## src/rtl/noc_traffic_node_pkg.sv

```systemverilog
// Shared flit layout, FSM encodings and helpers for the NoC traffic node.
package noc_traffic_node_pkg;

   localparam int unsigned NOC_DATA_WIDTH    = 32;
   localparam int unsigned NOC_ID_X_WIDTH    = 4;
   localparam int unsigned NOC_ID_Y_WIDTH    = 4;
   localparam int unsigned NOC_PATTERN_WIDTH = 16;

   // Header: {src_x, src_y, dst_x, dst_y, head tag, seq}; tail: {0, tail tag, seq}
   localparam int unsigned NOC_HEAD_SX_H = 31;
   localparam int unsigned NOC_HEAD_SX_E = 28;
   localparam int unsigned NOC_HEAD_SY_H = 27;
   localparam int unsigned NOC_HEAD_SY_E = 24;
   localparam int unsigned NOC_HEAD_DX_H = 23;
   localparam int unsigned NOC_HEAD_DX_E = 20;
   localparam int unsigned NOC_HEAD_DY_H = 19;
   localparam int unsigned NOC_HEAD_DY_E = 16;
   localparam int unsigned NOC_HEAD_H    = 15;
   localparam int unsigned NOC_HEAD_E    = 8;
   localparam int unsigned NOC_TAIL_H    = 15;
   localparam int unsigned NOC_TAIL_E    = 8;
   localparam int unsigned NOC_SEQ_H     = 7;
   localparam int unsigned NOC_SEQ_E     = 0;

   localparam logic [7:0] NOC_HEAD_TAG = 8'hA5;
   localparam logic [7:0] NOC_TAIL_TAG = 8'h5A;

   typedef enum logic [2:0] {
      SEND_IDLE,
      SEND_HEADER,
      SEND_DATA,
      SEND_TAIL,
      SEND_GAP,
      SEND_DONE
   } send_state_e;

   typedef enum logic {
      RX_IDLE,
      RX_BODY
   } rx_state_e;

   function automatic logic [NOC_DATA_WIDTH-1:0] beat_pattern(input logic [7:0] seq,
                                                              input logic [7:0] beat);
      return {(NOC_DATA_WIDTH / NOC_PATTERN_WIDTH){seq, beat}};
   endfunction

   function automatic logic [7:0] sat_inc(input logic [7:0] v);
      return (v == 8'hFF) ? v : v + 8'd1;
   endfunction

endpackage

```

## src/rtl/noc_traffic_node_checker.sv

```systemverilog
// Per-VC receive checker: tracks one packet at a time and flags protocol/payload errors.
module noc_traffic_checker
   import noc_traffic_node_pkg::*;
#(
   parameter int unsigned PAYLOAD_LEN = 11
) (
   input  logic                      clk_i,
   input  logic                      rst_i,
   input  logic                      valid_i,
   input  logic                      is_header_i,
   input  logic                      is_tail_i,
   input  logic [NOC_DATA_WIDTH-1:0] flit_i,
   output logic                      err_o,
   output logic                      tail_o
);

   rx_state_e  state_q, state_d;
   logic [7:0] seq_q, seq_d;
   logic [7:0] beat_q, beat_d;

   always_ff @(posedge clk_i) begin
      if (rst_i) begin
         state_q <= RX_IDLE;
         seq_q   <= '0;
         beat_q  <= '0;
      end else begin
         state_q <= state_d;
         seq_q   <= seq_d;
         beat_q  <= beat_d;
      end
   end

   always_comb begin
      state_d = state_q;
      seq_d   = seq_q;
      beat_d  = beat_q;
      err_o   = 1'b0;
      tail_o  = 1'b0;
      if (valid_i) begin
         if (is_header_i && is_tail_i) begin
            err_o   = 1'b1;
            state_d = RX_IDLE;
         end else if (is_header_i) begin
            // A header while a packet is open abandons it and restarts capture
            err_o   = (state_q == RX_BODY);
            state_d = RX_BODY;
            seq_d   = flit_i[NOC_SEQ_H:NOC_SEQ_E];
            beat_d  = '0;
         end else if (state_q == RX_IDLE) begin
            err_o = 1'b1;
         end else if (is_tail_i) begin
            tail_o  = 1'b1;
            err_o   = (beat_q != 8'(PAYLOAD_LEN)) || (flit_i[NOC_SEQ_H:NOC_SEQ_E] != seq_q);
            state_d = RX_IDLE;
         end else begin
            err_o  = (flit_i != beat_pattern(seq_q, beat_q));
            beat_d = beat_q + 8'd1;
         end
      end
   end

endmodule

```

## src/rtl/noc_traffic_node.sv

```systemverilog
// NoC traffic node: packet generator with handshake-stable outputs and a per-VC receive checker.
module noc_traffic_node
   import noc_traffic_node_pkg::*;
#(
   parameter int unsigned X_ID        = 0,
   parameter int unsigned Y_ID        = 0,
   parameter int unsigned DEST_X_ID   = 0,
   parameter int unsigned DEST_Y_ID   = 0,
   parameter int unsigned VC_NUM      = 2,
   parameter int unsigned PKT_NUM     = 10,
   parameter int unsigned PAYLOAD_LEN = 11,
   parameter int unsigned GAP         = 0,
   localparam int unsigned VCW        = (VC_NUM > 1) ? $clog2(VC_NUM) : 1
) (
   input  logic                      noc_clk,
   input  logic                      noc_rst,
   input  logic                      send_en,
   output logic                      sender_valid,
   output logic                      sender_is_header,
   output logic                      sender_is_tail,
   output logic [NOC_DATA_WIDTH-1:0] sender_flit,
   output logic [VCW-1:0]            sender_vc,
   input  logic                      sender_ready,
   input  logic                      receive_valid,
   input  logic                      receive_is_header,
   input  logic                      receive_is_tail,
   input  logic [NOC_DATA_WIDTH-1:0] receive_flit,
   input  logic [VCW-1:0]            receive_vc,
   output logic                      receive_ready,
   output logic [7:0]                send_count,
   output logic [7:0]                receive_num,
   output logic [7:0]                error_num,
   output logic                      send_done
);

   send_state_e         state_q, state_d;
   logic [7:0]          beat_q, beat_d;
   logic [15:0]         gap_q, gap_d;
   logic [7:0]          send_cnt_q, send_cnt_d;
   logic [VCW-1:0]      vc_q, vc_d;
   logic                rx_ready_q;
   logic [7:0]          rnum_q, err_q;
   logic [NOC_DATA_WIDTH-1:0] head_flit, tail_flit, data_flit;
   logic [VC_NUM-1:0]   err_vec, tail_vec;

   always_comb begin
      head_flit = '0;
      head_flit[NOC_HEAD_SX_H:NOC_HEAD_SX_E] = NOC_ID_X_WIDTH'(X_ID);
      head_flit[NOC_HEAD_SY_H:NOC_HEAD_SY_E] = NOC_ID_Y_WIDTH'(Y_ID);
      head_flit[NOC_HEAD_DX_H:NOC_HEAD_DX_E] = NOC_ID_X_WIDTH'(DEST_X_ID);
      head_flit[NOC_HEAD_DY_H:NOC_HEAD_DY_E] = NOC_ID_Y_WIDTH'(DEST_Y_ID);
      head_flit[NOC_HEAD_H:NOC_HEAD_E]       = NOC_HEAD_TAG;
      head_flit[NOC_SEQ_H:NOC_SEQ_E]         = send_cnt_q;
      tail_flit = '0;
      tail_flit[NOC_TAIL_H:NOC_TAIL_E]       = NOC_TAIL_TAG;
      tail_flit[NOC_SEQ_H:NOC_SEQ_E]         = send_cnt_q;
   end

   assign data_flit = beat_pattern(send_cnt_q, beat_q);

   always_ff @(posedge noc_clk) begin
      if (noc_rst) begin
         state_q    <= SEND_IDLE;
         beat_q     <= '0;
         gap_q      <= '0;
         send_cnt_q <= '0;
         vc_q       <= '0;
         rx_ready_q <= 1'b0;
         rnum_q     <= '0;
         err_q      <= '0;
      end else begin
         state_q    <= state_d;
         beat_q     <= beat_d;
         gap_q      <= gap_d;
         send_cnt_q <= send_cnt_d;
         vc_q       <= vc_d;
         rx_ready_q <= 1'b1;
         if (|tail_vec) rnum_q <= sat_inc(rnum_q);
         if (|err_vec)  err_q  <= sat_inc(err_q);
      end
   end

   // Outputs depend only on registered state, so they hold while stalled
   always_comb begin
      state_d          = state_q;
      beat_d           = beat_q;
      gap_d            = gap_q;
      send_cnt_d       = send_cnt_q;
      vc_d             = vc_q;
      sender_valid     = 1'b0;
      sender_is_header = 1'b0;
      sender_is_tail   = 1'b0;
      sender_flit      = '0;
      case (state_q)
         SEND_IDLE: begin
            if (send_cnt_q == 8'(PKT_NUM)) state_d = SEND_DONE;
            else if (send_en)              state_d = SEND_HEADER;
         end
         SEND_HEADER: begin
            sender_valid     = 1'b1;
            sender_is_header = 1'b1;
            sender_flit      = head_flit;
            if (sender_ready) begin
               state_d = SEND_DATA;
               beat_d  = '0;
            end
         end
         SEND_DATA: begin
            sender_valid = 1'b1;
            sender_flit  = data_flit;
            if (sender_ready) begin
               if (beat_q == 8'(PAYLOAD_LEN - 1)) state_d = SEND_TAIL;
               else                               beat_d  = beat_q + 8'd1;
            end
         end
         SEND_TAIL: begin
            sender_valid   = 1'b1;
            sender_is_tail = 1'b1;
            sender_flit    = tail_flit;
            if (sender_ready) begin
               send_cnt_d = sat_inc(send_cnt_q);
               vc_d       = (vc_q == VCW'(VC_NUM - 1)) ? '0 : vc_q + VCW'(1);
               gap_d      = '0;
               state_d    = (GAP == 0) ? SEND_IDLE : SEND_GAP;
            end
         end
         SEND_GAP: begin
            if (gap_q == 16'(GAP - 1)) state_d = SEND_IDLE;
            else                       gap_d   = gap_q + 16'd1;
         end
         SEND_DONE: ;
         default: state_d = SEND_IDLE;
      endcase
   end

   assign sender_vc     = vc_q;
   assign send_count    = send_cnt_q;
   assign send_done     = (state_q == SEND_DONE);
   assign receive_ready = rx_ready_q;
   assign receive_num   = rnum_q;
   assign error_num     = err_q;

   for (genvar g = 0; g < VC_NUM; g++) begin : g_vc
      noc_traffic_checker #(
         .PAYLOAD_LEN (PAYLOAD_LEN)
      ) u_checker (
         .clk_i       (noc_clk),
         .rst_i       (noc_rst),
         .valid_i     (receive_valid && rx_ready_q && (receive_vc == VCW'(g))),
         .is_header_i (receive_is_header),
         .is_tail_i   (receive_is_tail),
         .flit_i      (receive_flit),
         .err_o       (err_vec[g]),
         .tail_o      (tail_vec[g])
      );
   end

endmodule

```

## config.mk

```make
export PLATFORM = sky130hd
export DESIGN_NAME = noc_traffic_node
export DESIGN_NICKNAME = d
export VERILOG_FILES = /design/src/rtl/noc_traffic_node_pkg.sv /design/src/rtl/noc_traffic_node_checker.sv /design/src/rtl/noc_traffic_node.sv
export SDC_FILE = /design/constraint.sdc
export NUM_CORES = 1
export LEC_CHECK = 0
export ABC_AREA = 1
export CORE_ASPECT_RATIO = 0.8
export CORE_MARGIN = 3
export CORE_UTILIZATION = 45
export DETAILED_ROUTE_END_ITERATION = 10
export DONT_BUFFER_PORTS = 1
export PLACE_DENSITY = 0.67
export SKIP_LAST_GASP = 1
export SLEW_MARGIN = 30
export SYNTH_ARGS = -nofsm -noshare
export SYNTH_HDL_FRONTEND = slang
export SYNTH_HIERARCHICAL = 1
export SYNTH_SLANG_ARGS = --single-unit
```

## constraint.sdc

```tcl
create_clock -name noc_clk -period 6.1 [get_ports noc_clk]
set_input_delay 1.22 -clock noc_clk [delete_from_list [all_inputs] [get_ports noc_clk]]
set_output_delay 1.22 -clock noc_clk [all_outputs]
set_load 0.02 [all_outputs]
```

==> impl_metrics.csv <==
group,metric,value,unit
status,status,"completed",
power_and_ir_drop,irDropWorstVdd,0.134,mV
sta,setup_viol,0,
finish,drive_gt1_share,5.60,%
sta,timing.final.crit_period,3.44,ns
placement,numPortBuffers,0,
route,first_pass_iters,6,
power_and_ir_drop,p_leak,2.75,nW
cts,cts_buffers,9,
floorplan,die_h,109,µm
grt,grt.total_usage,22.6,%
cts,cts-hold-fix-buffers,0,
floorplan,coreArea,12500,µm²
finish,finalInstanceArea,6390,µm²
power_and_ir_drop,total_power,1.65,mW
power_and_ir_drop,p_sw_share,34.5,%
floorplan,start_util,47.2,%
power_and_ir_drop,power_density,259,nW/µm²
floorplan,die_w,134,µm
power_and_ir_drop,power.internal,1.08,mW
finish,nFillCells,1343,
sta,fmax,0.291,GHz
grt,grt_start_max_net_pins,35,
synthesis,avgSynthCellArea,6.04,µm²
sta,clock-skew-final,0.00529,ns
critical_path,crit_arrival,2.22,ns
finish,antennaDiodeCount,0,
route,wirelength,16400,µm
power_and_ir_drop,p_switching,0.570,mW
critical_path,crit_type,"reg -> out",
synthesis,ys_warn_count,6,
sta,period_share,56.3,%
placement,place_congestion,0.976,
finish,final_nets,1027,
grt,grt_pass1_wl,26300,µm
synthesis,synth_cells,979,
floorplan,die_area,14600,µm²
cts,cts_sinks,87,
power_and_ir_drop,pwr-share-clk,36.1,%
critical_path,cp_max_fo,34,
sta,finalWorstSetupSlack,2.66,ns
route,wl_per_cell,14.2,µm
placement,postPlaceCellArea,6070,µm²
cts,clk_pin_slew,0.06,ns
critical_path,critPathCaptureType,"output port",
placement,place_ws,3.05,ns
grt,grt_overflow,0,
cts,cts.htree.levels,3,
finish,areaGrowthSynthToFinish,8.17,%
sta,hold_viol,0,
synthesis,ys_ff_latch,87,
sta,fin_tns_setup,0,ns
cts,clockRootBuffer,"clkbuf_16",
synthesis,synth_area,5910,µm²
synthesis,synthDistinctLibCells,34,
cts,cts_setup_buffers,0,
finish,final_cells,1154,
route,drt_iter0_markers,457,
placement,dpl.cell_count,1138,
power_and_ir_drop,comb_power_share,26.1,%
route,drc,0,
floorplan,fp-row-count,36,
critical_path,required,4.88,ns
sta,worst_pin_slew,0.895,ns
grt,first_global_vias,5132,
min_path,hold_class,"reg -> reg",
cts,cts_max_path_buffers,2,
route,via_per_inst,5.10,
finish,fin_util,51.1,%
job,max_cap_violations,0,
critical_path,cp-start-kind,"register",
grt,antenna_found_initial,0,
critical_path,reg2reg_slack,3.81,ns
placement,dpl.hpwl,12700,µm
power_and_ir_drop,seq_power_share,37.8,%
cts,insertion_delay,0.34,ns
synthesis,syn_nets,1028,
synthesis,seq_area_frac_synth,29.5,%
floorplan,ios,102,
route,antenna_left,0,
sta,slew_headroom,40.2,%
route,vias,5885,
cts,cts_tree,"done",
cts,ctsResizeCount,0,
sta,slew_viol_final,0,
sta,whs,0.483,ns
sta,grt_setup_unrepaired,"no",
## final cells by class
class,instances,area (µm²),share of cell area (%)
Timing Repair Buffer,1,7.51,0.117
Tap cell,171,214,3.35
Sequential cell,87,1740,27.2
Clock buffer,13,260,4.07
Clock inverter,3,65.1,1.02
Inverter,159,598,9.35
Multi-Input combinational cell,720,3510,54.9
## path summary, 6_finish.rpt
| path | cells after the start | start | end |
|---|---|---|---|
| worst max register to register | 11 | g_vc[0].u_checker/beat_q[1] | error_num[0] |
| worst min register to register | 2 | g_vc[1].u_checker/state_q | g_vc[1].u_checker/state_q |
| worst max-delay path | 5 | state_q[2] | sender_flit[15] |
| worst min-delay path | 2 | g_vc[1].u_checker/state_q | g_vc[1].u_checker/state_q |
## critical path, stage by stage (launching register included)
cell     delay (ns)
dfxtp_1        0.35
inv_2          0.14
nand2_2        0.12
nor2_1         0.17
inv_1          0.41
o21ai_0        0.69
## placed cells by master (no fill, tap or decap), types with 2 or more instances in the layout
cell type,count
a21oi_1,75
bufinv_16,2
clkbuf_1,2
clkbuf_16,9
clkbuf_8,2
clkinv_2,2
dfxtp_1,87
ha_1,9
inv_1,151
inv_2,7
nand2_1,268
nand2_2,6
nand2_4,2
nand3_1,44
nand3b_1,2
nand3b_2,2
nand4_1,10
nor2_1,127
nor2_2,7
nor2_4,10
nor3_1,16
nor4_1,2
o21ai_0,70
o21ai_1,2
o22ai_1,10
o31ai_1,3
or2_2,4
xnor2_1,23
xor2_1,22
## layer usage
| metal | GRT usage, % | vias up | part of all wire, % |
|---|---|---|---|
| met3 | 7.02 | 16 | 9.7 |
| met2 | 32.2 | 201 | 40 |
| li1 | - | 3061 | - |
| met4 | 6.40 | 0 | 1.2 |
| met5 | 0 | - | 0 |
| met1 | 32.9 | 2607 | 49 |
## power groups by stage
stage	registers [mW]	clock network [mW]	logic, mW
after floorplan	0.628	0	0.365
after global placement	0.635	0	0.425
after detailed placement	0.636	0	0.429
after CTS	0.623	0.615	0.430
after global routing	0.627	0.632	0.486
final	0.624	0.597	0.432
## cells in the mapped netlist, drive strengths merged
cell type	number	share of area (%)
or2	4	0.42
nand4	10	1.1
a31oi	1	0.11
and3	1	0.11
ha	9	1.9
a21oi	75	6.3
clkbuf	6	0.38
nor4	2	0.21
a21o	1	0.13
nor3	16	1.4
nor2	144	11
o21ai	73	6.2
xor2	22	3.3
nand3b	4	0.63
buf	7	0.70
nor3b	1	0.13
o21bai	1	0.13
nand2	276	18
nand3	44	3.7
clkinv	1	0.085
inv	158	10
xnor2	23	3.4
o31ai	3	0.38
dfxtp	87	29
o22ai	10	1.1
## cells by family (layout without fill, tap and decap cells)
| kind of cell | count (synthesis) | after routing | share of synthesized area (%) |
|---|---|---|---|
| simple gates | 502 | 502 | 36.4 |
| buf+inv | 172 | 176 | 11.2 |
| compound gates | 164 | 164 | 14.4 |
| flops | 87 | 87 | 29.5 |
| xor+xnor | 45 | 45 | 6.67 |
| fa+ha+maj | 9 | 9 | 1.90 |
## flip-flops by register name (all words and copies together) (netlist names)
name / cells
beat_q: 8
g_vc.u_checker/beat_q: 16
state_q: 3
g_vc.u_checker/state_q: 2
receive_ready: 1
receive_num: 8
send_count: 8
gap_q: 16
sender_vc: 1
g_vc.u_checker/seq_q: 16
error_num: 8
Power figures use the tool's default switching activity.
==> RTL edit 1 (same flow settings) <==
`NOC_DATA_WIDTH`: 32 -> 64.
--- a/src/rtl/noc_traffic_node_pkg.sv
+++ b/src/rtl/noc_traffic_node_pkg.sv
@@ -2,5 +2,5 @@
 package noc_traffic_node_pkg;
 
-   localparam int unsigned NOC_DATA_WIDTH    = 32;
+   localparam int unsigned NOC_DATA_WIDTH    = 64;
    localparam int unsigned NOC_ID_X_WIDTH    = 4;
    localparam int unsigned NOC_ID_Y_WIDTH    = 4;
Ports: changed (resized receive_flit and sender_flit); port bits go from 102 to 166. No check against the original RTL was run, so the function may have changed too.
==> RTL edit 1 against the unedited design <==
  * Routed wire length rose by 47%
  * Cell count grew 28%
  * Design area is 18% higher
  * First-iteration DRC count is 78% higher
  * Clock skew increased by 0.0033 ns
  * Worst setup slack improved by 0.21 ns
  * Clock power shrank 8.0%
  * Count of clock-buffer cells in the layout down 1
  * Total power increased by 2.3%
  * Sequential share of layout area decreased by 4.2 points
  * Sequential cell count stayed put
  * Area after synthesis grew 24%
  * Largest cell class unchanged
  * Largest power group unchanged
==> RTL edit 1: results (changes against the unedited design) <==
* Later-pin clock latency in the skew report at 0.35 ns
* Diode count at 0 (unchanged)
* FFs w/ async S/R, synth at 0 (unchanged)
* Int Pwr at 1.03 mW (-5.2%)
* Largest net degree at the start of global routing at 36 (+2.9%)
* Post-CTS sizing at 0 (unchanged)
* Global-route wire length before repair at 36900 µm (+40%)
* Seq. pwr at 0.629 mW (+0.8%)
* TritonRoute pass-1 iters at 5 (-1)
* Total Nets Final at 1334 (+30%)
* Routed wire per std cell at 16.4 µm (+15%)
* HP Class: reg2reg
* Clock root buffer: clkbuf_16
* Reg2reg end: error_num[0]
* CP max stage delay at 0.65 ns (-0.04 ns)
* Initial DRC count at 815 (+78%)
* Crit path DAT at 2.00 ns (-0.22 ns)
* FF-to-FF path depth at 16 (+5)
* Placed insts at 1457 (+28%)
* Slew @ Worst Pin at 0.820 ns (-0.0755 ns)
* Max stage delay cell, worst path: nor2_2
* Post-CTS setup buffer count at 0 (unchanged)
* Total GRT Usage at 0.263 (+0.0367)
* Static Leak at 3.45 nW (+25%)
* Total CTS buffers at 9 (unchanged)
* Largest cells by area after synthesis: dfxtp_1 (24%), nand2_1 (24%), inv_1 (8.8%), nor2_1 (7.5%), a21oi_1 (5.1%)
* Hold path start: gap_q[15]
* Clock Skew at 0.00861 ns (+0.00332 ns)
* Power Combinational at 0.514 mW (+19%)
* Top FF cell, synth: dfxtp_1
* Internal reg-to-reg setup slack at 3.42 ns (-0.39 ns)
* Synth cell count leaders: nand2_1 (464), inv_1 (172), nor2_1 (147)
* CTS max path bufs at 2 (unchanged)
* Worst VDD drop at 0.133 mV (-1.0%)
* Cell variety after synth at 40 (+18%)
* Post-DP HPWL at 19000 µm (+50%)
* Hold path depth at 2 (unchanged)
* Post-synth net total at 1382 (+34%)
* Clock transition at path regs at 0.07 ns
* CTS H-tree depth at 3 (unchanged)
* Synth Warn # at 6 (unchanged)
* Register area share after synthesis at 0.237 (-0.0577)
* Reg-to-Reg Start: g_vc[1].u_checker/beat_q[6]
* Vias in the first global route at 6634 (+29%)
* Input/output buffers at 0 (unchanged)
* Share of layout cells above drive strength 1 at 0.0763 (+0.0204)
* Vias/cell at 5.21 (+2.1%)
* Avg Cell Area, Syn at 5.65 µm² (-6.4%)
* Status: finished clean
* Hold endpoint: gap_q[15]
* Gpl congestion at 1.03 (+5.2%)
* Initial antenna violation count at 0 (unchanged)
* Vias at 7670 (+30%)
## RTL edit 1: final cells by class
class                           count  area (µm²)
Sequential cell                    87        1740
Fill cell                        1764        8350
Clock inverter                      4        30.0
Tap cell                          215         269
Inverter                          202         759
Clock buffer                       12         256
Multi-Input combinational cell    953        4500
## RTL edit 1: how the worst max path moves through the flow
stage	startpoint	endpoint	slack (ns)	cells past startpoint
final	state_q[2]	sender_flit[39]	2.88	5
after global routing	state_q[2]	sender_flit[61]	2.75	5
after CTS	state_q[2]	sender_flit[31]	2.88	5
after detailed placement	receive_flit[53]	error_num[0]	2.90	15
after global placement	receive_flit[55]	error_num[0]	2.90	15
after floorplan	state_q[2]	sender_flit[33]	3.26	8
## RTL edit 1: critical path: cells and delay by family, from the launching register on
| kind | cells | cell delay, ns |
|---|---|---|
| simple gates | 3 | 0.87 |
| buf+inv | 2 | 0.42 |
| flops | 1 | 0.35 |
## RTL edit 1: logic make-up (layout without fill, tap and decap cells)
group / after synthesis / after routing / share of synthesized area
compound gates: 150 / 150 / 0.108
xor+xnor: 46 / 46 / 0.0548
fa+ha+maj: 9 / 9 / 0.0153
buf+inv: 261 / 218 / 0.156
flops: 87 / 87 / 0.237
simple gates: 748 / 748 / 0.428
## RTL edit 1: stage by stage
step	utilization	worst slack (ns)	total power, mW	instance area, µm²	hold WS [ns]
final	0.475	2.88	1.69	7560	0.488
after global routing	0.475	2.75	1.79	7560	0.528
after CTS	0.475	2.88	1.70	7560	0.487
after detailed placement	0.457	2.90	1.15	7270	0.477
after global placement	0.455	2.90	1.13	7230	0.472
after floorplan	-	3.26	1.06	7350	0.455
## RTL edit 1: metal layers
metal	vias up	wire length [µm]	GRT usage
met5	-	0	0
met2	362	9370	0.354
met1	3384	11300	0.403
met3	25	3200	0.0884
met4	0	240	0.0509
li1	3899	-	-
==> RTL edit 2 (same settings) <==
Without the edit above. Encoding of `send_state_e`: now one-hot (6 bits for 6 states).
--- a/src/rtl/noc_traffic_node_pkg.sv
+++ b/src/rtl/noc_traffic_node_pkg.sv
@@ -26,11 +26,11 @@
    localparam logic [7:0] NOC_TAIL_TAG = 8'h5A;
 
-   typedef enum logic [2:0] {
-      SEND_IDLE,
-      SEND_HEADER,
-      SEND_DATA,
-      SEND_TAIL,
-      SEND_GAP,
-      SEND_DONE
+   typedef enum logic [5:0] {
+      SEND_IDLE   = 6'b000001,
+      SEND_HEADER = 6'b000010,
+      SEND_DATA   = 6'b000100,
+      SEND_TAIL   = 6'b001000,
+      SEND_GAP    = 6'b010000,
+      SEND_DONE   = 6'b100000
    } send_state_e;
 
Function: same outputs for any inputs over 4 cycles, from zero or initial values and one cycle with noc_rst high; so few cycles prove little.
==> RTL edit 2 against the unedited design <==
  * Worst hold slack lost 0.0051 ns
  * Non-clock buffer count decreased by 1
  * Routed wire length decreased by 16%
  * Die area decreased by 13%
  * Critical path depth did not move
  * Design area decreased by 15%
  * Total power down 25%
  * Area after synthesis shrank 14%
  * Combinational power down 48%
  * Sequential cell count decreased by 14
  * Worst setup slack better by 0.25 ns
  * Highest routed layer unchanged
==> RTL edit 2: results (changes against the unedited design) <==
* Vias in the first global route at 4108 (-20%)
* Initial DRC count at 324 (-29%)
* Clock root buffer: clkbuf_16
* Total CTS buffers at 9 (unchanged)
* Hold path depth at 2 (unchanged)
* Gpl congestion at 1.01 (+3.5%)
* CTS max path bufs at 2 (unchanged)
* Max-slew headroom at 0.528 (+0.125)
* Post-Layout Cell Count at 975 (-16%)
* Biggest regs: g_vc.u_checker/beat_q (16), g_vc.u_checker/seq_q (16)
* Cell variety after synth at 37 (+8.8%)
* HP Class: reg2reg
* Avg Cell Area, Syn at 6.15 µm² (+1.8%)
* Routed wire per std cell at 14.1 µm (-0.65%)
* Global-route wire length before repair at 21700 µm (-18%)
* Placed insts at 959 (-16%)
* Diode count at 0 (unchanged)
* Input/output buffers at 0 (unchanged)
* Post-CTS sizing at 0 (unchanged)
* Grt total ovfl at 0 (unchanged)
* Post-synth net total at 874 (-15%)
* Worst-path maximum fanout at 36 (+5.9%)
* Share of layout cells above drive strength 1 at 0.0734 (+0.0175)
* Synth Warn # at 6 (unchanged)
* Clock transition at path regs at 0.06 ns (about the same)
* TritonRoute pass-1 iters at 5 (-1)
* Post-CTS setup buffer count at 0 (unchanged)
* Largest net degree at the start of global routing at 37 (+5.7%)
* Clock Skew at 0.0109 ns (+0.00558 ns)
* Post-DP HPWL at 10800 µm (-15%)
* Initial antenna violation count at 0 (unchanged)
* Static Leak at 2.34 nW (-15%)
* Synth cell count leaders: nand2_1 (204), inv_1 (133), nor2_1 (112)
* FF-to-FF path depth at 11 (unchanged)
* Vias at 4850 (-18%)
* Crit path DAT at 1.97 ns (-0.25 ns)
* CTS H-tree depth at 3 (unchanged)
* Worst VDD drop at 0.122 mV (-8.6%)
* Status: finished clean
* Later-pin clock latency in the skew report at about 0.33 ns
* Register area share after synthesis at 0.288 (-0.00678)
* FFs w/ async S/R, synth at 0 (unchanged)
* Largest cells by area after synthesis: dfxtp_1 (29%), nand2_1 (15%), inv_1 (9.8%), nor2_1 (8.3%), o21ai_0 (6.3%)
* Total GRT Usage at 0.215 (-0.0113)
==> RTL edit 2: where the power goes <==
part / total, mW / leakage, nW / internal, mW / switching [mW]
sequential: 0.518 / 0.590 / 0.494 / 0.0242
clock: 0.493 / 0.136 / 0.277 / 0.216
combinational: 0.226 / 1.62 / 0.0737 / 0.152
==> RTL edit 2: final cells by class <==
| cell class | instances | area [µm²] |
|---|---|---|
| sequential | 73 | 1460 |
| fill | 1145 | 5470 |
| multi-input combinational | 601 | 3010 |
| tap | 144 | 180 |
| inverter | 141 | 537 |
| clock inverter | 6 | 45.0 |
| clock buffer | 10 | 229 |
==> RTL edit 2: layer usage <==
metal	GRT usage	part of all wire	up-vias	wire, µm
met2	0.309	0.43	113	5890
met1	0.320	0.51	2137	6980
li1	-	-	2596	-
met4	0.0438	0.0044	0	61
met3	0.0609	0.062	4	860
met5	0	0	-	0
==> RTL edit 2: through the flow <==
stage,setup WS (ns),power [mW],area (µm²)
after floorplan,3.38,0.722,5080
after global placement,3.19,0.752,5190
after detailed placement,3.14,0.754,5190
after CTS,2.90,1.25,5460
after global routing,2.77,1.31,5460
final,2.91,1.24,5460
==> RTL edit 2: worst paths after layout <==
kind	start	endpoint	slack (ns)
worst max register to register	g_vc[1].u_checker/beat_q[3]	error_num[2]	3.64
worst min register to register	g_vc[1].u_checker/state_q	g_vc[1].u_checker/state_q	0.48
worst max-delay path	state_q[5]	sender_flit[10]	2.91
worst min-delay path	g_vc[1].u_checker/state_q	g_vc[1].u_checker/state_q	0.48
==> RTL edit 2: cell families (layout without fill, tap and decap cells) <==
group                    after synthesis  after routing  share of synthesized area
AND/OR/NAND/NOR                      409            409                      0.356
buffers and inverters                152            157                      0.119
AO/OA/AOI/OAI                        146            146                      0.152
flip-flops                            73             73                      0.288
XOR/XNOR                              38             38                     0.0655
adder cells (fa/ha/maj)                8              8                     0.0197
==> RTL edit 2: worst max-delay path, cell delays in order (launching register included) <==
cell and delay (ns):
dfxtp_1 0.32, inv_1 0.17, nand2_2 0.09, nor2_4 0.18, inv_2 0.24, o21ai_0 0.62
